## config.mk

```make
export PLATFORM = sky130hd
export DESIGN_NAME = data_memory
export DESIGN_NICKNAME = d
export VERILOG_FILES = /design/src/rtl/mem_pkg.sv /design/src/rtl/data_memory.sv
export SDC_FILE = /design/constraint.sdc
export NUM_CORES = 1
export LEC_CHECK = 0
export ABC_AREA = 1
export CORE_MARGIN = 2
export CORE_UTILIZATION = 55
export DETAILED_ROUTE_END_ITERATION = 8
export PLACE_DENSITY = 0.73
export SLEW_MARGIN = 0
export SYNTH_ARGS = -nofsm -noshare
export SYNTH_HDL_FRONTEND = slang
export SYNTH_SLANG_ARGS = --single-unit
```

## constraint.sdc

```tcl
create_clock -name clk -period 22.6 [get_ports clk]
set_input_delay 2.26 -clock clk [delete_from_list [all_inputs] [get_ports clk]]
set_output_delay 2.26 -clock clk [all_outputs]
set_load 0.02 [all_outputs]
```

## src/rtl/mem_pkg.sv

```systemverilog
// Shared constants, word type and parity helper for the 32x16 data memory.
package mem_pkg;

    localparam int MEM_ADDR_W = 5;
    localparam int MEM_DATA_W = 16;
    localparam int MEM_DEPTH  = 32;

    typedef logic [MEM_DATA_W-1:0] mem_word_t;

    // Even parity: the stored bit makes the XOR of data and parity equal to zero.
    function automatic logic parity_of(mem_word_t w);
        return ^w;
    endfunction

endpackage

```

## src/rtl/data_memory.sv

```systemverilog
// Single-port data memory: synchronous write, combinational read, async active-high clear.
// Optional MEM_PARITY_EN adds a stored even-parity bit per word and a parity_err output.
module data_memory
    import mem_pkg::*;
#(
    parameter int ADDR_W = MEM_ADDR_W,
    parameter int DATA_W = MEM_DATA_W
) (
    input  logic              clk,
    input  logic              rst,
    input  logic [ADDR_W-1:0] adr,
    input  logic [DATA_W-1:0] WD,
    input  logic              WE,
`ifdef MEM_PARITY_EN
    output logic              parity_err,
`endif
    output logic [DATA_W-1:0] Memout
);

    localparam int DEPTH = 2**ADDR_W;

    logic [DATA_W-1:0] r_mem [DEPTH];

    always_ff @(posedge clk or posedge rst) begin
        if (rst) begin
            for (int i = 0; i < DEPTH; i++) r_mem[i] <= '0;
        end else if (WE) begin
            r_mem[adr] <= WD;
        end
    end

    // Array is already zero under reset; the gate keeps the output clean during assertion.
    assign Memout = rst ? '0 : r_mem[adr];

`ifdef MEM_PARITY_EN
    logic [DEPTH-1:0] r_par;

    always_ff @(posedge clk or posedge rst) begin
        if (rst) begin
            r_par <= '0;
        end else if (WE) begin
            r_par[adr] <= parity_of(mem_word_t'(WD));
        end
    end

    assign parity_err = rst ? 1'b0 : ((^r_mem[adr]) ^ r_par[adr]);
`endif

endmodule

```

# Yosys cells after proc, flatten, opt, wreduce, memory -nomap -nowiden
# Cells that the tools add are included.
[op_classes]
magnitude_cmp = 2
n_mux = 7
n_bitwise = 1
n_reduce_logical = 1
[ops]
columns = ["cell", "n"]
rows = [
  ["$bwmux 512", 1],
  ["$bmux 16 s5", 1],
  ["$demux 16 s5", 1],
  ["$mux 16", 4],
  ["$ge 6x6->1 const B", 1],
  ["$lt 6x1->1 const B", 1],
  ["$not 5->6", 1],
  ["$logic_and 1x1->1", 1],
]
[totals]
register_bits = 512
input_bits = 24
output_inout_bits = 16
word_cells = 43

# Longest topological paths before layout
[logic_depth]
word_depth = 6
ltp_mapped = 12
mapped_depth_nobuf = 9

# Worst setup path after synthesis
# No wires, ideal clock.
[synth_path]
kind = "input to output"
from = "input port adr[0]"
to = "output port Memout[1]"
t_arrival_ns = 3.725
required_time_ns = 20.340
setup_slack_ns = 16.615
stages = 12
n_path_buf = 3
cell_sequence = "buf_2 -> inv_2 -> clkbuf_1 -> clkbuf_1 -> nand2_1 -> nand2_1 -> nand2_1 -> nand2_1 -> nand2_1 -> nand2_1 -> nor2_1 -> a21oi_1"
[synth_via]
elab_chain_len = 5
[synth_lines]
columns = ["element", "line_no", "text"]
rows = [
  ["from (decl)", "data_memory.sv:11", "input logic [ADDR_W-1:0] adr,"],
  ["$not 5->6 (implied by the code)", "data_memory.sv:33", "assign Memout = rst ? '0 : r_mem[adr];"],
  ["$bmux 16 s5", "data_memory.sv:33", ""],
  ["$mux 16 (implied by the code) (2 in a row)", "data_memory.sv:33", ""],
  ["$mux 16", "data_memory.sv:33", ""],
  ["to (decl)", "data_memory.sv:17", "output logic [DATA_W-1:0] Memout"],
]
# No other way between the ends. The select of a mux whose other input is x is not followed.

# Worst setup path in the final report
[layout_path]
from = "input port adr[0]"
to = "output port Memout[11]"
# The elaborated chain is that of the path after synthesis.

==> metrics.txt <==
EDFF count, synth 0; CP required 20.34 ns; post-synthesis instance area 0.0239 sq mm; status completed; n_diodes 0; ys async rst share 100%; CP Capture Type output pin; vias in the first global route 19,600; H-Tree Depth 2; Fin Hold WS 0.484 ns; per-cell routed wire length 18.2 microns; Synth Warn # 0; setup slack, reg-to-reg 21.80 ns; reg-to-reg endpoint r_mem[331]; Critical R2R Launch r_mem[331]; fin crit share 36.2%; largest net degree at the start of global routing 190; Syn Area/Cell 7.38 sq um; commonest cells in the netlist nand2_1, dfrtp_1, o21ai_0; largest register by flop count r_mem; DR iter-0 viols 2,470; Final ANT Viol Nets 0; Cells on Worst Hold Path 2; Critical Path Source Type primary input; synth top area cells dfrtp_1, nand2_1, o21ai_0; Max clock buf depth 3; clk root buf clkbuf_16; Worst-Skew Late Latency 0.60 ns; max frequency 122 MHz; Hold Violations, Final 0; min Tclk post-route between 8 and 9 ns; syn_nets 3,268; FF+latch count, synth 512; Routed WL between 60 and 70 mm; area grow syn2layout 9.28%; max reg flops about 510; critical-path cell with the highest stage delay buf_4; Die W 213 microns; power per cell area 95.1 mW/mm^2; final setup fails 0; unique cell type count in the Yosys netlist 19; Overall Global Routing Usage 31.0%; largest area contributor in the netlist dfrtp_1; Post-CTS Resized 0; Post-route DRC 0; max_cap viols 0; biggest regs r_mem x512; post-synthesis sequential area ratio 53.5%; first drt pass iteration count 6; Num CTS Buffers 53; CP cell instances clkbuf_8 -> inv_6 -> buf_4 -> nand2_1 -> nand2_1 -> nand2_1 -> nand2_1 -> nand2_1 -> nand2_1 -> nor2_1 -> a21oi_1 -> clkdlybuf4s50_1; via count 20,700; Rel. slew slack between 15 and 20%; Setup WS pre-CTS around 15 ns; buffers added on ports 39; DIE HEIGHT around 210 microns; Sink Count 512; GP Congestion roughly 0.90; FF-to-FF path depth 2; clock transition at the registers of the reported paths 0.06 ns; RSZ-0062 raised after global routing false; CTS tree done; Hold Startpoint r_mem[342]; dpl hpwl 38.9 mm; via density per instance 5.53; CP Data Arrival Time 5.91 ns; TNS Setup 0 ns; NumNets Final 3,143; Slew @ Worst Pin 1.26 ns; Crit path largest cell delay 0.89 ns; leakage 13.5 nW; Initial Util between 50% and 60%; worst min path class reg -> reg; Peak VDD IR approximately 0.053 mV; Worst Slack Setup Final between 10 and 15 ns; Ports 40; CTS hold repair buffers 0; Cell Rows 76; Syn Inst Count 3,244; setup bufs post-CTS 0; crit-path max FO 82; first-pass GRT wire length 108 mm; crit path kind in -> out; most frequent cell after synthesis nand2_1; initial antenna violation count 1; Hold Crit Endpoint r_mem[342]; Core Region 0.0430 sq mm; Slew Viols, Final 0; clk_skew 0 ns; layout cells sized above 1 4.39%; Top FF cell, synth dfrtp_1; Yosys top cell area share 53.5%; most used cell, CP nand2_1; die area about 0.045 sq mm; gr ovfl total 0
-- kinds of logic after synthesis --
family	after synthesis	synth area share, %
DFF	512	53.5
AOI/OAI and AO/OA	529	11.1
and+or+nand+nor	1900	30.4
buffers and inverters	303	5.00
-- per-layer routing --
layer,share of wire (%),vias up,track usage (%),wire length [microns]
met3,8.9,121,7.55,6080
met2,44,869,47.4,29900
met1,43,9896,43.3,29600
li1,-,9852,-,-
met4,3.7,2,11.5,2540
met5,0.018,-,0,12
-- worst max path at each step --
stage	startpoint	to	slack, ns	depth (start not counted)
2_1_floorplan	rst	r_mem[0]	5.71	3
3_3_place_gp	adr[0]	Memout[4]	14.52	12
3_5_place_dp	adr[0]	Memout[15]	14.53	12
4_1_cts	adr[0]	Memout[11]	14.52	12
5_1_grt	adr[0]	Memout[14]	14.27	12
6_report	adr[0]	Memout[11]	14.43	12
-- report_power, final --
part           leakage [nW]  switching (mW)  internal, mW
Combinational          6.07           0.246         0.139
Clock                 0.916           0.368         0.547
Sequential             6.56          0.0960          1.09
-- per-stage QoR --
| step | utilization (%) | power [mW] | area, sq um | instances |
|---|---|---|---|---|
| 2_1_floorplan | - | 1.47 | 23900 | 3244 |
| 3_3_place_gp | 56.6 | 1.56 | 24300 | 3649 |
| 3_5_place_dp | 56.6 | 1.58 | 24300 | 3649 |
| 4_1_cts | 60.9 | 2.50 | 26200 | 3748 |
| 5_1_grt | 60.9 | 2.63 | 26200 | 3748 |
| 6_report | 60.9 | 2.49 | 26200 | 3748 |
-- layout by cell type, fill, tap and decap left out, drive strengths merged, types with 10 or more instances in the layout --
cell	count
nor2	67
nand2	1789
dfrtp	512
inv	61
clkinv	13
a21oi	47
clkdlybuf4s50	37
clkbuf	80
o21ai	482
nor3	10
buf	25
nand3	32
-- layout make-up --
| class | instances | area, sq um |
|---|---|---|
| fillers | 3950 | 16800 |
| flip-flops and latches | 512 | 12800 |
| multi-input cells | 2429 | 9960 |
| clock buffers | 79 | 1610 |
| well taps | 585 | 732 |
| repair buffers | 63 | 584 |
| inverters | 60 | 240 |
| clock inverters | 20 | 231 |
-- critical path: cells and delay by family --
kind            cells  cell delay [ns]
buf+inv             4             2.52
simple gates        7             0.76
compound gates      1             0.22
Power figures use the tool's default switching activity.
